==> src/rtl/micro_pkg.sv <==
// Shared definitions for the accumulator micro: opcodes, datapath select
// encodings, sequencer states and the EXEC strobe bundle.
package micro_pkg;

  // Opcodes carried in IR[11:8]
  localparam logic [3:0] OP_NOP   = 4'h0;
  localparam logic [3:0] OP_ADD   = 4'h1;
  localparam logic [3:0] OP_SUB   = 4'h2;
  localparam logic [3:0] OP_NOR   = 4'h3;
  localparam logic [3:0] OP_MOVRS = 4'h4;
  localparam logic [3:0] OP_MOVRD = 4'h5;
  localparam logic [3:0] OP_JZR   = 4'h6;
  localparam logic [3:0] OP_JZI   = 4'h7;
  localparam logic [3:0] OP_JCR   = 4'h8;
  localparam logic [3:0] OP_RSV9  = 4'h9;
  localparam logic [3:0] OP_JCI   = 4'hA;
  localparam logic [3:0] OP_SHL   = 4'hB;
  localparam logic [3:0] OP_SHR   = 4'hC;
  localparam logic [3:0] OP_LDI   = 4'hD;
  localparam logic [3:0] OP_RSVE  = 4'hE;
  localparam logic [3:0] OP_HALT  = 4'hF;

  // SelALU: op in bits [3:2], shift control in bits [1:0]
  localparam logic [3:0] ALU_PASS = 4'b0000;
  localparam logic [3:0] ALU_ADD  = 4'b1000;
  localparam logic [3:0] ALU_SUB  = 4'b1100;
  localparam logic [3:0] ALU_NOR  = 4'b0100;
  localparam logic [3:0] ALU_SHL  = 4'b0001;
  localparam logic [3:0] ALU_SHR  = 4'b0011;

  // SelAcc: accumulator source
  localparam logic [1:0] ACC_ALU = 2'b00;
  localparam logic [1:0] ACC_REG = 2'b01;
  localparam logic [1:0] ACC_IMM = 2'b10;

  typedef enum logic [2:0] {
    ST_FETCH,
    ST_LOADIR,
    ST_DECODE,
    ST_EXEC,
    ST_HALT,
    ST_FAULT
  } seq_state_e;

  // Datapath strobes driven during the single EXEC cycle
  typedef struct packed {
    logic       inc_pc;
    logic       sel_pc;
    logic       load_pc;
    logic       load_reg;
    logic       load_acc;
    logic [1:0] sel_acc;
    logic [3:0] sel_alu;
  } exec_strobes_t;

endpackage

==> src/rtl/opcode_decoder.sv <==
// Combinational opcode decoder: maps Opcode plus the Z/C flags to the
// strobe bundle for one EXEC cycle. A not-taken branch advances the PC.
module opcode_decoder
  import micro_pkg::*;
(
  input  logic [3:0]    opcode_i,
  input  logic          z_i,
  input  logic          c_i,
  output exec_strobes_t strobes_o
);

  // Decode one instruction into its EXEC-cycle strobes
  always_comb begin
    // NOTE: every output gets a default first so no path leaves it unassigned,
    // which would otherwise infer a latch.
    strobes_o = '0;
    case (opcode_i)
      OP_NOP, OP_RSV9, OP_RSVE: strobes_o.inc_pc = 1'b1;
      OP_ADD, OP_SUB, OP_NOR: begin
        strobes_o.sel_alu  = (opcode_i == OP_ADD) ? ALU_ADD :
                             (opcode_i == OP_SUB) ? ALU_SUB : ALU_NOR;
        strobes_o.sel_acc  = ACC_ALU;
        strobes_o.load_acc = 1'b1;
        strobes_o.inc_pc   = 1'b1;
      end
      OP_MOVRS: begin
        strobes_o.sel_acc  = ACC_REG;
        strobes_o.load_acc = 1'b1;
        strobes_o.inc_pc   = 1'b1;
      end
      OP_MOVRD: begin
        strobes_o.load_reg = 1'b1;
        strobes_o.inc_pc   = 1'b1;
      end
      OP_JZR, OP_JZI, OP_JCR, OP_JCI: begin
        // Register-sourced targets are JZR/JCR; flag is Z for JZx, C for JCx
        if ((opcode_i == OP_JZR || opcode_i == OP_JZI) ? z_i : c_i) begin
          strobes_o.load_pc = 1'b1;
          strobes_o.sel_pc  = (opcode_i == OP_JZR || opcode_i == OP_JCR);
        end else begin
          strobes_o.inc_pc  = 1'b1;
        end
      end
      OP_SHL, OP_SHR: begin
        strobes_o.sel_alu  = (opcode_i == OP_SHL) ? ALU_SHL : ALU_SHR;
        strobes_o.load_acc = 1'b1;
        strobes_o.inc_pc   = 1'b1;
      end
      OP_LDI: begin
        strobes_o.sel_acc  = ACC_IMM;
        strobes_o.load_acc = 1'b1;
        strobes_o.inc_pc   = 1'b1;
      end
      default: strobes_o = '0;
    endcase
  end

endmodule

==> src/rtl/instr_cycle_sequencer.sv <==
// Fetch/decode/execute sequencer for the accumulator micro. Every output is
// a flop loaded from the next state, so each output lines up with the state
// it belongs to and no input reaches an output without a register.
module instr_cycle_sequencer
  import micro_pkg::*;
#(
  parameter int ACK_TIMEOUT = 15,
  parameter int RET_W       = 16
) (
  input  logic             clk,
  input  logic             CLB,
  input  logic [3:0]       Opcode,
  input  logic             Z,
  input  logic             C,
  input  logic             mem_ack,
  output logic             mem_req,
  output logic             LoadIR,
  output logic             IncPC,
  output logic             SelPC,
  output logic             LoadPC,
  output logic             LoadReg,
  output logic             LoadAcc,
  output logic [1:0]       SelAcc,
  output logic [3:0]       SelALU,
  output logic             halted,
  output logic             fault,
  output logic [RET_W-1:0] retired
);

  localparam logic [7:0] TMO_LAST = 8'(ACK_TIMEOUT - 1);

  seq_state_e    state_q, state_d;
  logic [7:0]    tmo_q, tmo_d;
  logic [RET_W-1:0] retired_q, retired_d;
  exec_strobes_t strb_q, strb_d, dec_strb;
  logic          mem_req_q, mem_req_d;
  logic          load_ir_q, load_ir_d;
  logic          halted_q, halted_d;
  logic          fault_q, fault_d;

  opcode_decoder u_dec (
    .opcode_i  (Opcode),
    .z_i       (Z),
    .c_i       (C),
    .strobes_o (dec_strb)
  );

  // Next-state logic and registered-output preload
  always_comb begin
    state_d   = state_q;
    tmo_d     = tmo_q;
    retired_d = retired_q;
    case (state_q)
      ST_FETCH: begin
        // Only an ack against a live request counts; the first cycle after
        // reset has no request outstanding yet.
        if (mem_req_q) begin
          if (mem_ack) begin
            state_d = ST_LOADIR;
            tmo_d   = '0;
          end else if (tmo_q == TMO_LAST) begin
            state_d = ST_FAULT;
            tmo_d   = '0;
          end else begin
            tmo_d   = tmo_q + 8'd1;
          end
        end
      end
      ST_LOADIR: state_d = ST_DECODE;
      ST_DECODE: state_d = (Opcode == OP_HALT) ? ST_HALT : ST_EXEC;
      ST_EXEC: begin
        state_d   = ST_FETCH;
        retired_d = retired_q + RET_W'(1);
      end
      ST_HALT:  state_d = ST_HALT;
      ST_FAULT: state_d = ST_FAULT;
      default:  state_d = ST_FETCH;
    endcase

    mem_req_d = (state_d == ST_FETCH);
    load_ir_d = (state_d == ST_LOADIR);
    strb_d    = (state_d == ST_EXEC) ? dec_strb : '0;
    halted_d  = (state_d == ST_HALT);
    fault_d   = (state_d == ST_FAULT);
  end

  // State, counters and output flops with synchronous reset
  always_ff @(posedge clk) begin
    // NOTE: non-blocking assignments here so every flop samples the values
    // from before this edge, independent of statement order.
    if (CLB) begin
      state_q   <= ST_FETCH;
      tmo_q     <= '0;
      retired_q <= '0;
      strb_q    <= '0;
      mem_req_q <= 1'b0;
      load_ir_q <= 1'b0;
      halted_q  <= 1'b0;
      fault_q   <= 1'b0;
    end else begin
      state_q   <= state_d;
      tmo_q     <= tmo_d;
      retired_q <= retired_d;
      strb_q    <= strb_d;
      mem_req_q <= mem_req_d;
      load_ir_q <= load_ir_d;
      halted_q  <= halted_d;
      fault_q   <= fault_d;
    end
  end

  assign mem_req = mem_req_q;
  assign LoadIR  = load_ir_q;
  assign IncPC   = strb_q.inc_pc;
  assign SelPC   = strb_q.sel_pc;
  assign LoadPC  = strb_q.load_pc;
  assign LoadReg = strb_q.load_reg;
  assign LoadAcc = strb_q.load_acc;
  assign SelAcc  = strb_q.sel_acc;
  assign SelALU  = strb_q.sel_alu;
  assign halted  = halted_q;
  assign fault   = fault_q;
  assign retired = retired_q;

endmodule

==> config.mk <==
export PLATFORM = sky130hd
export DESIGN_NAME = instr_cycle_sequencer
export DESIGN_NICKNAME = d
export VERILOG_FILES = /design/src/rtl/micro_pkg.sv /design/src/rtl/opcode_decoder.sv /design/src/rtl/instr_cycle_sequencer.sv
export SDC_FILE = /design/constraint.sdc
export NUM_CORES = 1
export LEC_CHECK = 0
export BUFFER_PORTS_ARGS = -buffer_cell sky130_fd_sc_hd__buf_2
export CAP_MARGIN = 20
export CORE_MARGIN = 5
export CORE_UTILIZATION = 30
export CTS_CLUSTER_SIZE = 24
export DETAILED_ROUTE_END_ITERATION = 10
export HOLD_SLACK_MARGIN = 0.08
export PLACE_DENSITY_LB_ADDON = 0.2
export SYNTH_ARGS = -nofsm -noshare
export SYNTH_HDL_FRONTEND = slang
export SYNTH_HIERARCHICAL = 1
export SYNTH_SLANG_ARGS = --single-unit
==> constraint.sdc <==
create_clock -name clk -period 3.45 [get_ports clk]
set_clock_uncertainty 0.2 [all_clocks]
set_input_delay 0.69 -clock clk [delete_from_list [all_inputs] [get_ports clk]]
set_output_delay 0.69 -clock clk [all_outputs]
set_load 0.005 [all_outputs]
==> results of run 1 <==
## cells in the final DEF (no fill, tap or decap), types with 2 or more instances in the layout
| cell | count |
|---|---|
| nand4_1 | 9 |
| nand3b_1 | 3 |
| clkbuf_8 | 5 |
| xnor2_1 | 6 |
| nor2_1 | 26 |
| nand2_1 | 9 |
| clkbuf_1 | 2 |
| nor3b_1 | 2 |
| o21bai_1 | 2 |
| nand3_1 | 10 |
| a31oi_1 | 2 |
| and2_1 | 16 |
| xor2_1 | 13 |
| ha_1 | 3 |
| mux2i_1 | 2 |
| or4b_4 | 2 |
| a21oi_1 | 5 |
| nand2b_1 | 2 |
| nor2b_1 | 3 |
| nor3_1 | 4 |
| o21ai_0 | 4 |
| a211oi_1 | 2 |
| nor4_1 | 4 |
| inv_1 | 4 |
| dfxtp_1 | 42 |
| nor4b_1 | 3 |
| and4_1 | 4 |
| or3_1 | 4 |
| buf_2 | 39 |
| buf_4 | 2 |
## worst min-delay path, delay by kind of cell, from the launching register on
family	cells	cell delay, ps
AO/OA/AOI/OAI	1	50
flip-flops	1	340
AND/OR/NAND/NOR	1	60
## per-layer routing
layer	part of all wire	GRT usage	vias to the layer above
met2	0.46	0.172	34
met3	0.056	0.0375	5
li1	-	-	820
met5	0	0	-
met1	0.47	0.129	720
met4	0.017	0.0447	0
## registers in the layout, indices dropped and copies added, names as in the netlist, 2 cells and up
name     cells
SelALU       4
SelAcc       2
retired     16
state_q      3
tmo_q        8
## final timing paths
check                                  end  slack (ps)  cells after the start
setup / recovery  retired[14]$_SDFFE_PP0N_        1280                      4
hold / removal       tmo_q[0]$_SDFFE_PP0P_         290                      2
setup reg to reg  retired[14]$_SDFFE_PP0N_        1280                      4
hold reg to reg      tmo_q[0]$_SDFFE_PP0P_         290                      2
## stage by stage
step	util	cell area [µm²]	std cells	total power, mW
3_5_place_dp	0.343	2180	320	0.613
2_1_floorplan	-	1960	215	0.589
5_1_grt	0.360	2280	328	1.04
4_1_cts	0.360	2280	328	1.00
6_report	0.360	2280	328	0.985
3_3_place_gp	0.343	2180	320	0.613
## cell type report
cell class              instances  area (µm²)  area share
clock inverters                 1        30.0      0.0131
multi-input cells             156        1020       0.445
clock buffers                   7        76.3      0.0334
repair buffers                 41         210      0.0920
well taps                      77        96.3      0.0422
flip-flops and latches         42         841       0.368
inverters                       4        15.0     0.00657
## power breakdown
part	total, mW	internal [mW]	switching [mW]
clock	0.385	0.217	0.168
combinational	0.0903	0.0395	0.0508
sequential	0.510	0.496	0.0138
total	0.985	0.752	0.232
## logic make-up (layout without fill, tap and decap cells)
logic type / count (synthesis) / in the layout / share of synthesized area
AO/OA/AOI/OAI: 21 / 21 / 0.0678
flip-flops: 42 / 42 / 0.430
adder cells (fa/ha/maj): 3 / 3 / 0.0192
multiplexers: 3 / 3 / 0.0160
buffers and inverters: 17 / 53 / 0.0511
AND/OR/NAND/NOR: 110 / 110 / 0.331
XOR/XNOR: 19 / 19 / 0.0850
==> results.toml, run 1 <==
[yosys]
synthTopCellsByCount = "dfxtp_1, nor2_1, and2_1"
yosys-top-cells-area = "dfxtp_1, xor2_1, and2_1"
syn-num-nets = 227
synthCells = 215
synthesis.area_um2 = 1960
yosysMostFrequentCell = "dfxtp_1"
async_flop_share = 0
syn_avg_cell_area_um2 = 9.10
yosys_register_bits = 42
synth_top_area_share = 0.430
seq_area_frac_synth = 0.430
synth_top_area_cell = "dfxtp_1"
synthFlopType = "dfxtp_1"
synth_cell_types = 47
synth_edf_count = 0
ys_warn_count = 6

[setup_path]
endpoint_kind = "register"
crit_family = "simple AND/OR/NAND/NOR gates"
cpPeakStageDelay_ps = 550
slowest_stage = "dfxtp_1"
crit_path_max_fanout = 11
r2r-start = "state_q[1]$_SDFF_PP0_"
startpoint_type = "register"
arrival_ps = 2150
cp-startpoint = "state_q[1]$_SDFF_PP0_"
path_class = "reg2reg"
crit_chain = "and4b_1 -> or4b_4 -> nor2_2 -> mux2_1"
crit_buf_inv = 0
required_ps = 3430

[clock_network]
numCtsBuffers = 5
h-tree-depth = 2
cts_hold_buf = 0
cts_tree = "yes"
post_cts_buffers = 0
cts-root-buf = "clkbuf_8"
clock-sinks = 42
cts_resized = 0
clkLatencyLatePin_ps = 290
clockBufferDepth = 2
clkSlewWorstSetupHoldPaths_ps = 80

[timing]
max_freq_mhz = 460
layout_setup_ws_ps = 1280
finalSetupTns_ps = 0
period_share = 0.630
worstMarginPinSlew_ps = 422
slew_headroom = 0.718
rsz0062_at_grt = "false"
fin_crit_ps = 2170
final-setup-viol-count = 0
drv_slew = 0
hold_viol = 0
hold_ws_ps = 291

[global_routing]
overflow = 0
track_usage = 0.107
grt_first_pass_wirelength_um = 7310
grt_start_max_net_pins = 24
grt_pass1_vias = 1505
antenna_found_initial = 0

[die]
dieHeight_um = 90.8
core_um2 = 6350
die_x_um = 90.8
die_area_um2 = 8240
pin_count = 40
row_count = 29
initial_core_util = 0.308

[final_layout]
area_growth_pct = 16.8
nets = 262
antennaDiodeCount = 0
n_fill_cell = 682
drive_gt1_frac = 0.219

[power]
vdd_drop_max_mv = 0.160
p_leak_nw = 0.952
powerDensity_nw_per_um2 = 431

[worst_hold_path]
hp-start = "tmo_q[0]$_SDFFE_PP0P_"
hp-class = "reg2reg"

[drt]
vias = 1579
routed_wl_um = 4150
drcViolationCount = 0
ant_nets = 0
drtIter0Drc = 33
firstDrtPassIters = 4
avgRoutedWirePerCell_um = 12.7
via_per_inst = 4.81

[status]
status = "finished clean"

[placed_design]
io_buffers = 39
dp_hpwl_um = 2910
post-place-ws_ps = 1290
gp_congestion = 0.761

[run]
max-cap-violations = 0
Power figures use the tool's default switching activity.
==> run 2: changes to the inputs <==
--- a/config.mk
+++ b/config.mk
@@ -5,6 +5,7 @@
 export SDC_FILE = /design/constraint.sdc
 export NUM_CORES = 1
 export LEC_CHECK = 0
+export ABC_AREA = 1
 export BUFFER_PORTS_ARGS = -buffer_cell sky130_fd_sc_hd__buf_2
 export CAP_MARGIN = 20
 export CORE_MARGIN = 5
==> constraint.sdc (replaced) <==
create_clock -name clk -period 1.75 [get_ports clk]
set_clock_uncertainty 0.2 [all_clocks]
set_input_delay 0.35 -clock clk [delete_from_list [all_inputs] [get_ports clk]]
set_output_delay 0.35 -clock clk [all_outputs]
set_load 0.005 [all_outputs]
==> run 2 against run 1 <==
Net effect:
- via count is 23% higher
- sequential power up 96%
- area after synthesis rose by 4.9%
- combinational power increased to 2.6 times the previous value
- global-route usage rose by 0.51 points
- total power up 85%
- worst hold slack got worse by 96 ps
- first-iteration DRC count rose by 91%
- core utilization is 0.61 points higher
- clock-buffer cell count unchanged
- critical path type unchanged
- largest power group unchanged
==> results.toml, run 2 <==
[clock_network]
numCtsBuffers = 5
cts_tree = "yes"
h-tree-depth = 2
clock-sinks = 42
clkLatencyLatePin_ps = 290
cts-root-buf = "clkbuf_8"
clockBufferDepth = 2
clkSlewWorstSetupHoldPaths_ps = 80

[placed_design]
gp_congestion = 0.801
dp_hpwl_um = 3460
io_buffers = 39
post-place-ws_ps = 75.7

[setup_path]
cpPeakStageDelay_ps = 370
crit_chain = "ha_2 -> inv_1 -> nor2_4 -> nand3_2 -> nor2_4 -> nand3_1 -> nand2_1 -> nor2_1"
endpoint_kind = "register"
crit_path_frequent_cell = "nor2_4"
required_ps = 1740
arrival_ps = 1570
r2r-start = "retired[0]$_SDFFE_PP0N_"
r2r_slack_ps = 170
startpoint_type = "register"
rr_worst_depth = 8
path_class = "reg2reg"
slowest_stage = "dfxtp_1"
cp-startpoint = "retired[0]$_SDFFE_PP0N_"
crit_path_max_fanout = 5

[yosys]
yosys_register_bits = 42
synth_edf_count = 0
synth_cell_types = 27
yosys-top-cells-area = "dfxtp_1, nand2_1, nor2_1"
synthCells = 306
seq_area_frac_synth = 0.410
synth_top_area_share = 0.410
syn_avg_cell_area_um2 = 6.71
ys_warn_count = 6
yosysMostFrequentCell = "nand2_1"
synth_top_area_cell = "dfxtp_1"
synthTopCellsByCount = "nand2_1, nor2_1, inv_1"
synthesis.area_um2 = 2050
synthFlopType = "dfxtp_1"
syn-num-nets = 318
async_flop_share = 0

[final_layout]
regArea_um2 = 845
n_fill_cell = 732
layout_common_cells = "nand2_1, nor2_1, inv_1"
mostFrequentLayoutCell = "nand2_1"
drive_gt1_frac = 0.207
antennaDiodeCount = 0
largest_register_ffs = 16
nets = 365
area_growth_pct = 19.7
multiInputGateArea_um2 = 1000

[timing]
rsz0062_at_grt = "false"
hold_viol = 0
slew_headroom = 0.763
max_freq_mhz = 634
finalSetupTns_ps = 0
drv_slew = 0
layout_setup_ws_ps = 173
period_share = 0.901
fin_crit_ps = 1580
worstMarginPinSlew_ps = 355
final-setup-viol-count = 0

[worst_hold_path]
hold_path_depth = 3
hp-start = "CLB"
hp-class = "in2reg"

[global_routing]
grt_first_pass_wirelength_um = 7870
antenna_found_initial = 0
grt_start_max_net_pins = 12
grt_pass1_vias = 1788
track_usage = 0.112
overflow = 0

[drt]
vias = 1939
avgRoutedWirePerCell_um = 10.5
via_per_inst = 4.48
routed_wl_um = 4560
ant_nets = 0
drcViolationCount = 0
drtIter0Drc = 63
firstDrtPassIters = 4

[power]
powerDensity_nw_per_um2 = 742
vdd_drop_max_mv = 0.341
p_leak_nw = 1.14

[die]
die_area_um2 = 8600
initial_core_util = 0.306
row_count = 30
die_x_um = 92.7
dieHeight_um = 92.7
pin_count = 40
core_um2 = 6720

[status]
status = "finished clean"

[run]
max-cap-violations = 0
## run 2: final cells by class
class	count	area share
clock buffer	7	0.0310
inverter	52	0.0804
multi-input combinational	207	0.407
sequential	42	0.344
tap	80	0.0407
timing repair buffer	45	0.0977
## run 2: power breakdown
part | internal, mW | switching [mW] | total [mW] | leakage (nW)
clock network | 0.275 | 0.314 | 0.589 | 0.0383
logic | 0.0805 | 0.152 | 0.232 | 0.763
registers | 0.981 | 0.0215 | 1.00 | 0.341
total | 1.34 | 0.487 | 1.82 | 1.14
## run 2: critical path, delay by kind of cell, from the launching register on
| family | cells | cell delay (ps) |
|---|---|---|
| AND/OR/NAND/NOR | 6 | 650 |
| buffers and inverters | 1 | 80 |
| flip-flops | 1 | 370 |
| adder cells (fa/ha/maj) | 1 | 190 |
## run 2: repair_timing
item / CTS / global route
setup buffers: 0 / 1
setup endpoints to repair: 0 / 6
hold buffers: 0 / 0
resized for setup: 0 / 9
## run 2: metrics by stage
stage          cell area (µm²)  total power, mW  cells   util  hold WS, ps
2_1_floorplan             2050             1.18    306      -          262
3_3_place_gp              2350             1.26    425  0.350          268
3_5_place_dp              2350             1.26    425  0.350          271
4_1_cts                   2430             1.86    432  0.361          190
5_1_grt                   2460             1.94    433  0.366          200
6_report                  2460             1.82    433  0.366          194
## run 2: per-layer routing
metal  part of all wire  track usage
met5                  0            0
met3              0.052       0.0309
met4              0.014       0.0476
met2               0.45        0.180
met1               0.49        0.141
## run 2: path summary, 6_finish.rpt
path | end
max | retired[14]$_SDFFE_PP0N_
min | retired[11]$_SDFFE_PP0N_
max reg2reg | retired[14]$_SDFFE_PP0N_
min reg2reg | retired[8]$_SDFFE_PP0N_
## run 2: logic make-up after synthesis
group	synth area share
xor+xnor	0.00853
buf+inv	0.113
compound gates	0.0646
fa+ha+maj	0.0183
flops	0.410
simple gates	0.386
